===== config.mk =====
export PLATFORM = sky130hd
export DESIGN_NAME = wave_capture_ctrl_flat
export DESIGN_NICKNAME = d
export VERILOG_FILES = /design/src/rtl/wave_capture_if.sv /design/src/rtl/wave_capture_ctrl.sv /design/src/flat_wrapper.sv
export SDC_FILE = /design/constraint.sdc
export NUM_CORES = 1
export LEC_CHECK = 0
export ABC_CLOCK_PERIOD_IN_PS = 1800
export BUFFER_PORTS_ARGS = -buffer_cell sky130_fd_sc_hd__buf_2
export CAP_MARGIN = 20
export CORE_ASPECT_RATIO = 0.7
export CORE_UTILIZATION = 53
export CTS_BUF_LIST = sky130_fd_sc_hd__clkbuf_8
export DETAILED_ROUTE_END_ITERATION = 12
export GPL_TIMING_DRIVEN = 0
export PLACE_DENSITY_LB_ADDON = 0.12
export SYNTH_ARGS = -nofsm -noshare
export SYNTH_HDL_FRONTEND = slang
export SYNTH_SLANG_ARGS = --single-unit

===== constraint.sdc =====
create_clock -name clk -period 1.8 [get_ports clk]
set_clock_uncertainty 0.1 [all_clocks]
set_input_delay 0.18 -clock clk [delete_from_list [all_inputs] [get_ports clk]]
set_output_delay 0.18 -clock clk [all_outputs]
set_load 0.02 [all_outputs]

===== src/rtl/wave_capture_if.sv =====
// wave_capture_if
//   Groups the sample input stream, the display-idle hint and the RAM
//   write port of the waveform capture sequencer.
//   master : the sample source / display side (drives samples and idle,
//            observes the RAM write port and read_index)
//   slave  : the capture controller (wave_capture_ctrl)
// Signals
//   new_sample_ready   one-cycle strobe, new_sample_in valid
//   new_sample_in      signed audio sample
//   wave_display_idle  display not scanning the wave area
//   write_address      RAM write address {back half, index}
//   write_enable       RAM write strobe
//   write_sample       RAM write data (offset-binary)
//   read_index         half currently scanned by the display
//   capturing          capture in progress
interface wave_capture_if #(
    parameter int SAMPLE_WIDTH = 16,
    parameter int VALUE_WIDTH  = 8,
    parameter int ADDR_WIDTH   = 9
);
    logic                    new_sample_ready;
    logic [SAMPLE_WIDTH-1:0] new_sample_in;
    logic                    wave_display_idle;
    logic [ADDR_WIDTH-1:0]   write_address;
    logic                    write_enable;
    logic [VALUE_WIDTH-1:0]  write_sample;
    logic                    read_index;
    logic                    capturing;

    modport master (
        output new_sample_ready, new_sample_in, wave_display_idle,
        input  write_address, write_enable, write_sample, read_index, capturing
    );

    modport slave (
        input  new_sample_ready, new_sample_in, wave_display_idle,
        output write_address, write_enable, write_sample, read_index, capturing
    );
endinterface


===== src/rtl/wave_capture_ctrl.sv =====
// wave_capture_ctrl
//   Fills the back half of a double-buffered 512x8 waveform RAM. A capture
//   of 256 consecutive samples starts on a positive zero crossing; once the
//   half is full the halves are swapped only while the display is idle, so
//   the scan never shows a partial frame.
// Ports
//   clk    system clock
//   reset  asynchronous, active-high reset
//   bus    wave_capture_if.slave (sample input, idle hint, RAM write port)
// Configuration
//   WAVE_CAPTURE_TIMEOUT_EN  when defined, ARMED forces a trigger on the
//                            sample after TIMEOUT_SAMPLES non-triggering
//                            samples, so silence/DC still refreshes.
//
// state  | meaning
// ARMED  | waiting for a zero crossing (or timeout)
// ACTIVE | writing samples into the back half
// WAIT   | back half full, waiting for display idle to swap halves
module wave_capture_ctrl #(
    parameter int SAMPLE_WIDTH    = 16,
    parameter int VALUE_WIDTH     = 8,
    parameter int ADDR_WIDTH      = 9,
    parameter int TIMEOUT_SAMPLES = 1024
) (
    input  logic            clk,
    input  logic            reset,
    wave_capture_if.slave   bus
);
    localparam int IDX_W = ADDR_WIDTH - 1;

    typedef enum logic [1:0] {ARMED, ACTIVE, WAIT} state_t;

    state_t           state;
    logic [IDX_W-1:0] count;
    // Only the sign of the previous sample matters for crossing detection.
    logic             prev_sign;
    logic             trigger;
    logic             timeout_hit;
    logic             start;
    logic [VALUE_WIDTH-1:0] sample_value;

    assign trigger = bus.new_sample_ready && prev_sign && !bus.new_sample_in[SAMPLE_WIDTH-1];
    assign start   = (state == ARMED) && (trigger || (bus.new_sample_ready && timeout_hit));

    // Top bits with MSB inverted: two's complement -> offset binary.
    assign sample_value = bus.new_sample_in[SAMPLE_WIDTH-1 -: VALUE_WIDTH]
                          ^ {1'b1, {(VALUE_WIDTH-1){1'b0}}};

`ifdef WAVE_CAPTURE_TIMEOUT_EN
    localparam int TO_W = $clog2(TIMEOUT_SAMPLES + 1);
    logic [TO_W-1:0] timeout_cnt;

    assign timeout_hit = (timeout_cnt == TO_W'(TIMEOUT_SAMPLES));

    // Saturates at TIMEOUT_SAMPLES; the following sample then triggers.
    always_ff @(posedge clk or posedge reset) begin
        if (reset) begin
            timeout_cnt <= '0;
        end else if (state != ARMED || start) begin
            timeout_cnt <= '0;
        end else if (bus.new_sample_ready && !timeout_hit) begin
            timeout_cnt <= timeout_cnt + 1'b1;
        end
    end
`else
    assign timeout_hit = 1'b0;
`endif

    always_ff @(posedge clk or posedge reset) begin
        if (reset) begin
            state             <= ARMED;
            count             <= '0;
            prev_sign         <= 1'b0;
            bus.read_index    <= 1'b0;
            bus.write_enable  <= 1'b0;
            bus.write_address <= '0;
            bus.write_sample  <= '0;
            bus.capturing     <= 1'b0;
        end else begin
            bus.write_enable <= 1'b0;
            if (bus.new_sample_ready) begin
                prev_sign <= bus.new_sample_in[SAMPLE_WIDTH-1];
            end

            case (state)
                ARMED: begin
                    if (start) begin
                        bus.write_enable  <= 1'b1;
                        bus.write_address <= {~bus.read_index, {IDX_W{1'b0}}};
                        bus.write_sample  <= sample_value;
                        count             <= IDX_W'(1);
                        state             <= ACTIVE;
                        bus.capturing     <= 1'b1;
                    end
                end
                ACTIVE: begin
                    if (bus.new_sample_ready) begin
                        bus.write_enable  <= 1'b1;
                        bus.write_address <= {~bus.read_index, count};
                        bus.write_sample  <= sample_value;
                        count             <= count + 1'b1;
                        if (count == {IDX_W{1'b1}}) begin
                            state         <= WAIT;
                            bus.capturing <= 1'b0;
                        end
                    end
                end
                WAIT: begin
                    if (bus.wave_display_idle) begin
                        bus.read_index <= ~bus.read_index;
                        state          <= ARMED;
                    end
                end
                default: begin
                    state         <= ARMED;
                    bus.capturing <= 1'b0;
                end
            endcase
        end
    end
endmodule


===== src/flat_wrapper.sv =====
// flat-port wrapper written by rule: the top's interface ports become plain ports
module wave_capture_ctrl_flat 
#(
    parameter int SAMPLE_WIDTH    = 16,
    parameter int VALUE_WIDTH     = 8,
    parameter int ADDR_WIDTH      = 9,
    parameter int TIMEOUT_SAMPLES = 1024
)
  (clk, reset, bus_new_sample_ready, bus_new_sample_in, bus_wave_display_idle, bus_write_address, bus_write_enable, bus_write_sample, bus_read_index, bus_capturing);
  wave_capture_if #(.SAMPLE_WIDTH(SAMPLE_WIDTH), .VALUE_WIDTH(VALUE_WIDTH), .ADDR_WIDTH(ADDR_WIDTH)) bus_i ();
  input  logic clk;
  input  logic reset;
  input wire logic [$bits(bus_i.new_sample_ready)-1:0] bus_new_sample_ready;
  input wire logic [$bits(bus_i.new_sample_in)-1:0] bus_new_sample_in;
  input wire logic [$bits(bus_i.wave_display_idle)-1:0] bus_wave_display_idle;
  output wire logic [$bits(bus_i.write_address)-1:0] bus_write_address;
  output wire logic [$bits(bus_i.write_enable)-1:0] bus_write_enable;
  output wire logic [$bits(bus_i.write_sample)-1:0] bus_write_sample;
  output wire logic [$bits(bus_i.read_index)-1:0] bus_read_index;
  output wire logic [$bits(bus_i.capturing)-1:0] bus_capturing;
  assign bus_i.new_sample_ready = bus_new_sample_ready;
  assign bus_i.new_sample_in = bus_new_sample_in;
  assign bus_i.wave_display_idle = bus_wave_display_idle;
  assign bus_write_address = bus_i.write_address;
  assign bus_write_enable = bus_i.write_enable;
  assign bus_write_sample = bus_i.write_sample;
  assign bus_read_index = bus_i.read_index;
  assign bus_capturing = bus_i.capturing;
  wave_capture_ctrl #(.SAMPLE_WIDTH(SAMPLE_WIDTH), .VALUE_WIDTH(VALUE_WIDTH), .ADDR_WIDTH(ADDR_WIDTH), .TIMEOUT_SAMPLES(TIMEOUT_SAMPLES)) u_core (.clk(clk), .reset(reset), .bus(bus_i));
endmodule

# ---- Word-level counts from Yosys, hierarchy flattened
# Cells that the tools add are included.
dict set report totals {
  ff_bits 31
  latchBits 0
  mem_bits_rw 0
  mem_bits_ro 0
  in_bits 20
  out_inout_bits 20
  memories 0
}
dict set report op_classes {
  add_sub_neg 1
  n_mul 0
  n_div 0
  magnitude_cmp 0
  eq_ne 7
  n_shift 0
  muxes 21
  bitwise_logic 3
  n_reduce_logical 10
}
# operator count
set op_table {}
lappend op_table {{2-to-1 mux 8 bit} 4}
lappend op_table {{case mux 8 bit (2 select lines)} 2}
lappend op_table {{2-to-1 mux 9 bit} 2}
lappend op_table {{case mux 9 bit (2 select lines)} 1}
lappend op_table {{adder 8 x 1 -> 8 bit (second input constant)} 1}
lappend op_table {{== test 8 bit (second input constant)} 1}
lappend op_table {{2-to-1 mux 2 bit} 4}
lappend op_table {{AND reduction 4 bit} 2}
lappend op_table {{case mux 2 bit (3 select lines)} 1}
lappend op_table {{2-to-1 mux 1 bit} 5}
lappend op_table {{inequality test 2 x 1 -> 1 bit (second input constant)} 2}
lappend op_table {{inequality test 2 bit (second input constant)} 2}
lappend op_table {{logical AND 1 bit} 3}
lappend op_table {{inverter 1 bit} 3}
lappend op_table {{case mux 1 bit (3 select lines)} 1}
lappend op_table {{AND reduction 3 bit} 1}
lappend op_table {{== test 2 x 1 -> 1 bit (second input constant)} 1}
lappend op_table {{== test 2 bit (second input constant)} 1}
lappend op_table {{zero test 2 bit} 1}
lappend op_table {{case mux 1 bit (2 select lines)} 1}
lappend op_table {{AND reduction 2 bit} 1}
lappend op_table {{nonzero test 2 bit} 1}
lappend op_table {{zero test 1 bit} 1}

# ---- Logic depth before layout (Yosys ltp)
dict set report depth {
  depth_word 5
  mapped_depth 7
  depth_no_buf 5
}

# ---- Worst setup path after synthesis
# No wires, ideal clock.
dict set report synth_path {
  kind {register to register}
  start {register u_core.count[1]}
  end {register u_core.bus.capturing}
  setup_time_ps 118
  arrival_time_ps 1230
  required_time_ps 1582
  setup_slack_ps 352
  stages_incl_launch_ff 6
  path_buffers 0
  cell_sequence {dfrtp_1 ha_1 nand2_2 nor4_4 o21ai_1 a21o_1}
}
dict set report synth_via {
  elab_chain_cells 3
}
# item line
set synth_rtl {}
lappend synth_rtl {{start, declared} wave_capture_ctrl.sv:34} ;# logic [IDX_W-1:0] count;
lappend synth_rtl {{start signal, assigned} wave_capture_ctrl.sv:101} ;# count <= count + 1'b1;
lappend synth_rtl {{== test 8 bit} wave_capture_ctrl.sv:102} ;# if (count == {IDX_W{1'b1}}) begin
lappend synth_rtl {{inequality test 2 x 1 -> 1 bit (no source line)} n/a}
lappend synth_rtl {{AND reduction 4 bit (no source line)} n/a}
lappend synth_rtl {{end signal, assigned} wave_capture_ctrl.sv:93} ;# bus.capturing <= 1'b1;
lappend synth_rtl {{end signal, assigned} wave_capture_ctrl.sv:104} ;# bus.capturing <= 1'b0;
lappend synth_rtl {{end signal, assigned} wave_capture_ctrl.sv:116} ;# bus.capturing <= 1'b0;
lappend synth_rtl {{end, declared} wave_capture_if.sv:37} ;# output write_address, write_enable, write_sample, read_index, capturing
# No other way between the ends.
# A chain may end at the register's enable or synchronous reset.

# ---- Worst setup path after layout
dict set report layout_path {
  start {input bus_new_sample_in[15]}
  end {register u_core.count[3]}
}
dict set report layout_via {
  elab_chain_cells 5
}
# item line
set layout_rtl {}
lappend layout_rtl {{start, declared} flat_wrapper.sv:14} ;# input wire logic [$bits(bus_i.new_sample_in)-1:0] bus_new_sample_in;
lappend layout_rtl {{zero test 1 bit} wave_capture_ctrl.sv:42} ;# assign trigger = bus.new_sample_ready && prev_sign && !bus.new_sample_in[SAMPLE_WIDTH-1];
lappend layout_rtl {{logical AND 1 bit} wave_capture_ctrl.sv:42}
lappend layout_rtl {{logical AND 1 bit} wave_capture_ctrl.sv:43} ;# assign start = (state == ARMED) && (trigger || (bus.new_sample_ready && timeout_hit));
lappend layout_rtl {{inequality test 2 x 1 -> 1 bit (no source line)} n/a}
lappend layout_rtl {{AND reduction 3 bit (no source line)} n/a}
# No other way between the ends.

==> impl_metrics.tcl <==
set metrics [dict create \
    tightestPinTransition_ns 0.569 \
    fp.coreArea_mm2 0.00248 \
    vdd_ir_drop_max_v 0.000663 \
    dp_hpwl_mm 1.96 \
    antenna_found_initial 0 \
    vias 1113 \
    synth-simple-area-share 0.249 \
    maxCapViolations 0 \
    period_needed_ns 1.60 \
    nets 206 \
    grtUsageTotal 0.221 \
    start_util 0.563 \
    drive_gt1_frac 0.301 \
    rr_startpoint "u_core.count[1]$_DFFE_PP0P_" \
    diodes 0 \
    avgSynthCellArea_um2 10.1 \
    path_max_fanout 10 \
    syn_inst 138 \
    postSynth.topFlopCell "dfrtp_1" \
    synthArstFlopShare 1.00 \
    max-slew-margin-rel 0.620 \
    worstSetupPathType "in -> reg" \
    synth_compound_area_frac 0.119 \
    nFillCells 199 \
    grt_pass1_vias 938 \
    cts.path.max_buffers 2 \
    cpPeakStageDelay_ns 0.53 \
    p_leak_nw 0.905 \
    synth_area_leaders "dfrtp_1 (56%), nand2_1 (11%), o21ai_1 (3.6%), nor4_4 (3.1%), xnor2_1 (1.9%)" \
    r2r_slack_ns 0.20 \
    area_delta_synth_final_pct 29.4 \
    critical_path.top_delay_family "buffers and inverters" \
    drc 0 \
    crit_buf_inv 3 \
    rows 15 \
    post_drt_wl_per_cell_um 12.6 \
    cts.sinks 31 \
    die_h_um 44.9 \
    ys_warn_count 0 \
    r2r_cells 5 \
    path_cells "dlygate4sd3_1, buf_2, nor2b_1, o21ai_2, buf_2, o21ai_1, o31ai_1" \
    synth_top_area_share 0.557 \
    end_kind "flip-flop" \
    cp.depth 7 \
    grt-ovfl-total 0 \
    post-route-period-util 0.889 \
    hold_slack_ns 0.0884 \
    holdPathEnd "u_core.bus.read_index$_DFFE_PP0P_" \
    cts_max_level 2 \
    muxShareOfSynthArea 0.00808 \
    whs_path_depth 3 \
    drt_iter0_markers 50 \
    report.final.slew_viol_count 0 \
    dieArea_mm2 0.00284 \
    status "complete, no violations" \
    ys_ff_latch 31 \
    setup_viol 0 \
    synthAdderAreaFrac 0.00898 \
    synth_nets 159 \
    ant_nets 0 \
    clock_latency_ns 0.28 \
    fin_setup_tns_ns 0 \
    finalHoldViolCount 0 \
    cts_made_buffers 5 \
    clk_pin_slew_ns 0.06 \
    synth_top_family_by_area "simple AND/OR/NAND/NOR gates" \
    min_from "bus_wave_display_idle" \
    synth_top_area_cell "dfrtp_1" \
    netlist_area_mm2 0.00139 \
    cts_root_buffer "clkbuf_8" \
    io_buffer_count 30 \
    grt_pass1_wl_mm 4.45 \
    timing.rr.end "u_core.bus.capturing$_DFFE_PP0P_" \
    yosys.cell_count.top_type "nand2_1" \
    rsz0062_at_grt "false" \
    die_w_um 63.3 \
    wl_mm 2.78 \
    start_kind "input port" \
    gp_congestion 0.875 \
    dr.pass1.iters 4 \
    synthXorXnorAreaFrac 0.0189 \
    p_per_area_mw_per_mm2 1170 \
    synth_edf_count 0 \
    vias_per_cell 5.06 \
    ys_seq_area_frac 0.557 \
    cp_common_cell "buf_2" \
    ys_top_cells_by_count "nand2_1 (41), dfrtp_1 (31), o21ai_1 (10)" \
    ios 40 \
    final_util 0.728 \
    synth.distinct_cells 35 \
    crit_path_top_delay_cell "dlygate4sd3_1" \
    critPathRequiredTime_ns 1.86 \
    max_freq_mhz 625 \
    grt_max_degree 20 \
    cp-startpoint "bus_new_sample_in[15]" \
    hold_class "in -> reg" \
    cp.arrival_ns 1.66 \
    cts_tree "yes" \
]
-- cell families (layout without fill, tap and decap cells) --
logic type	count (synthesis)	after routing
fa+ha+maj	1	1
simple gates	64	64
compound gates	27	27
flops	31	31
mux	1	1
xor+xnor	3	3
buf+inv	11	59
-- timing repair --
item | in CTS | in global routing
endpoints found under the hold margin | 20 | 0
gates resized for setup | 0 | 0
setup buffers | 0 | 0
endpoints found under the setup margin | 0 | 0
hold buffers | 9 | 0
-- state kept, by name, summed over array words and instances (netlist names) --
register / count
u_core.bus.read_index: 1
u_core.state: 2
u_core.bus.capturing: 1
u_core.bus.write_enable: 1
u_core.bus.write_address: 9
u_core.prev_sign: 1
u_core.bus.write_sample: 8
u_core.count: 8
-- layout by cell type, fill, tap and decap left out, types with 2 or more instances in the layout --
cell / count
a21oi_1: 3
dfrtp_1: 31
a22o_1: 2
o31ai_1: 2
inv_1: 4
o21ai_1: 10
buf_4: 2
nand2_2: 2
xnor2_1: 3
clkbuf_8: 7
nand2_1: 41
buf_2: 35
a21o_1: 2
a31oi_1: 2
nor4_4: 2
o21ai_0: 2
dlygate4sd3_1: 9
nor2_1: 5
nor2b_1: 3
-- worst min-delay path: stages --
cell and delay (ns):
buf_2 0.10, nand3b_1 0.08, xnor2_1 0.06
-- layer usage --
metal | part of all wire | track usage | up-vias
met5 | 0 | 0 | -
met3 | 0.040 | 0.0682 | 7
met2 | 0.45 | 0.310 | 26
li1 | - | - | 562
met4 | 0.017 | 0.123 | 0
met1 | 0.49 | 0.307 | 518
-- power breakdown --
group	leakage (nW)	internal, W	switching (W)
sequential	0.377	0.000841	0.000116
combinational	0.472	0.000219	0.000344
clock	0.0557	0.000343	0.000241
total	0.905	0.00140	0.000700
-- cell type report --
| class | instances | area (um2) | area share |
|---|---|---|---|
| Buffer | 7 | 40.0 | 0.0222 |
| Clock buffer | 7 | 96.3 | 0.0534 |
| Clock inverter | 1 | 3.75 | 0.00208 |
| Inverter | 4 | 15.0 | 0.00832 |
| Multi-Input combinational cell | 96 | 563 | 0.312 |
| Sequential cell | 31 | 776 | 0.430 |
| Tap cell | 34 | 42.5 | 0.0236 |
| Timing Repair Buffer | 40 | 268 | 0.148 |
-- through the flow --
step | std cells | cell area (um2) | power, W | setup WS (ns)
global route | 220 | 1800 | 0.00222 | 0.0618
CTS | 220 | 1800 | 0.00212 | 0.190
finish | 220 | 1800 | 0.00210 | 0.199
floorplan | 138 | 1390 | 0.00135 | 0.352
detailed placement | 203 | 1610 | 0.00152 | 0.197
global placement | 202 | 1590 | 0.00149 | 0.229
-- worst max path at each step --
stage / end / slack [ns]
global placement: u_core.bus.capturing$_DFFE_PP0P_ / 0.23
floorplan: u_core.bus.capturing$_DFFE_PP0P_ / 0.35
finish: u_core.count[3]$_DFFE_PP0P_ / 0.20
global route: u_core.bus.write_address[4]$_DFFE_PP0P_ / 0.06
detailed placement: u_core.bus.capturing$_DFFE_PP0P_ / 0.20
CTS: u_core.bus.capturing$_DFFE_PP0P_ / 0.19
No activity file was read; power rests on OpenSTA's default activity.
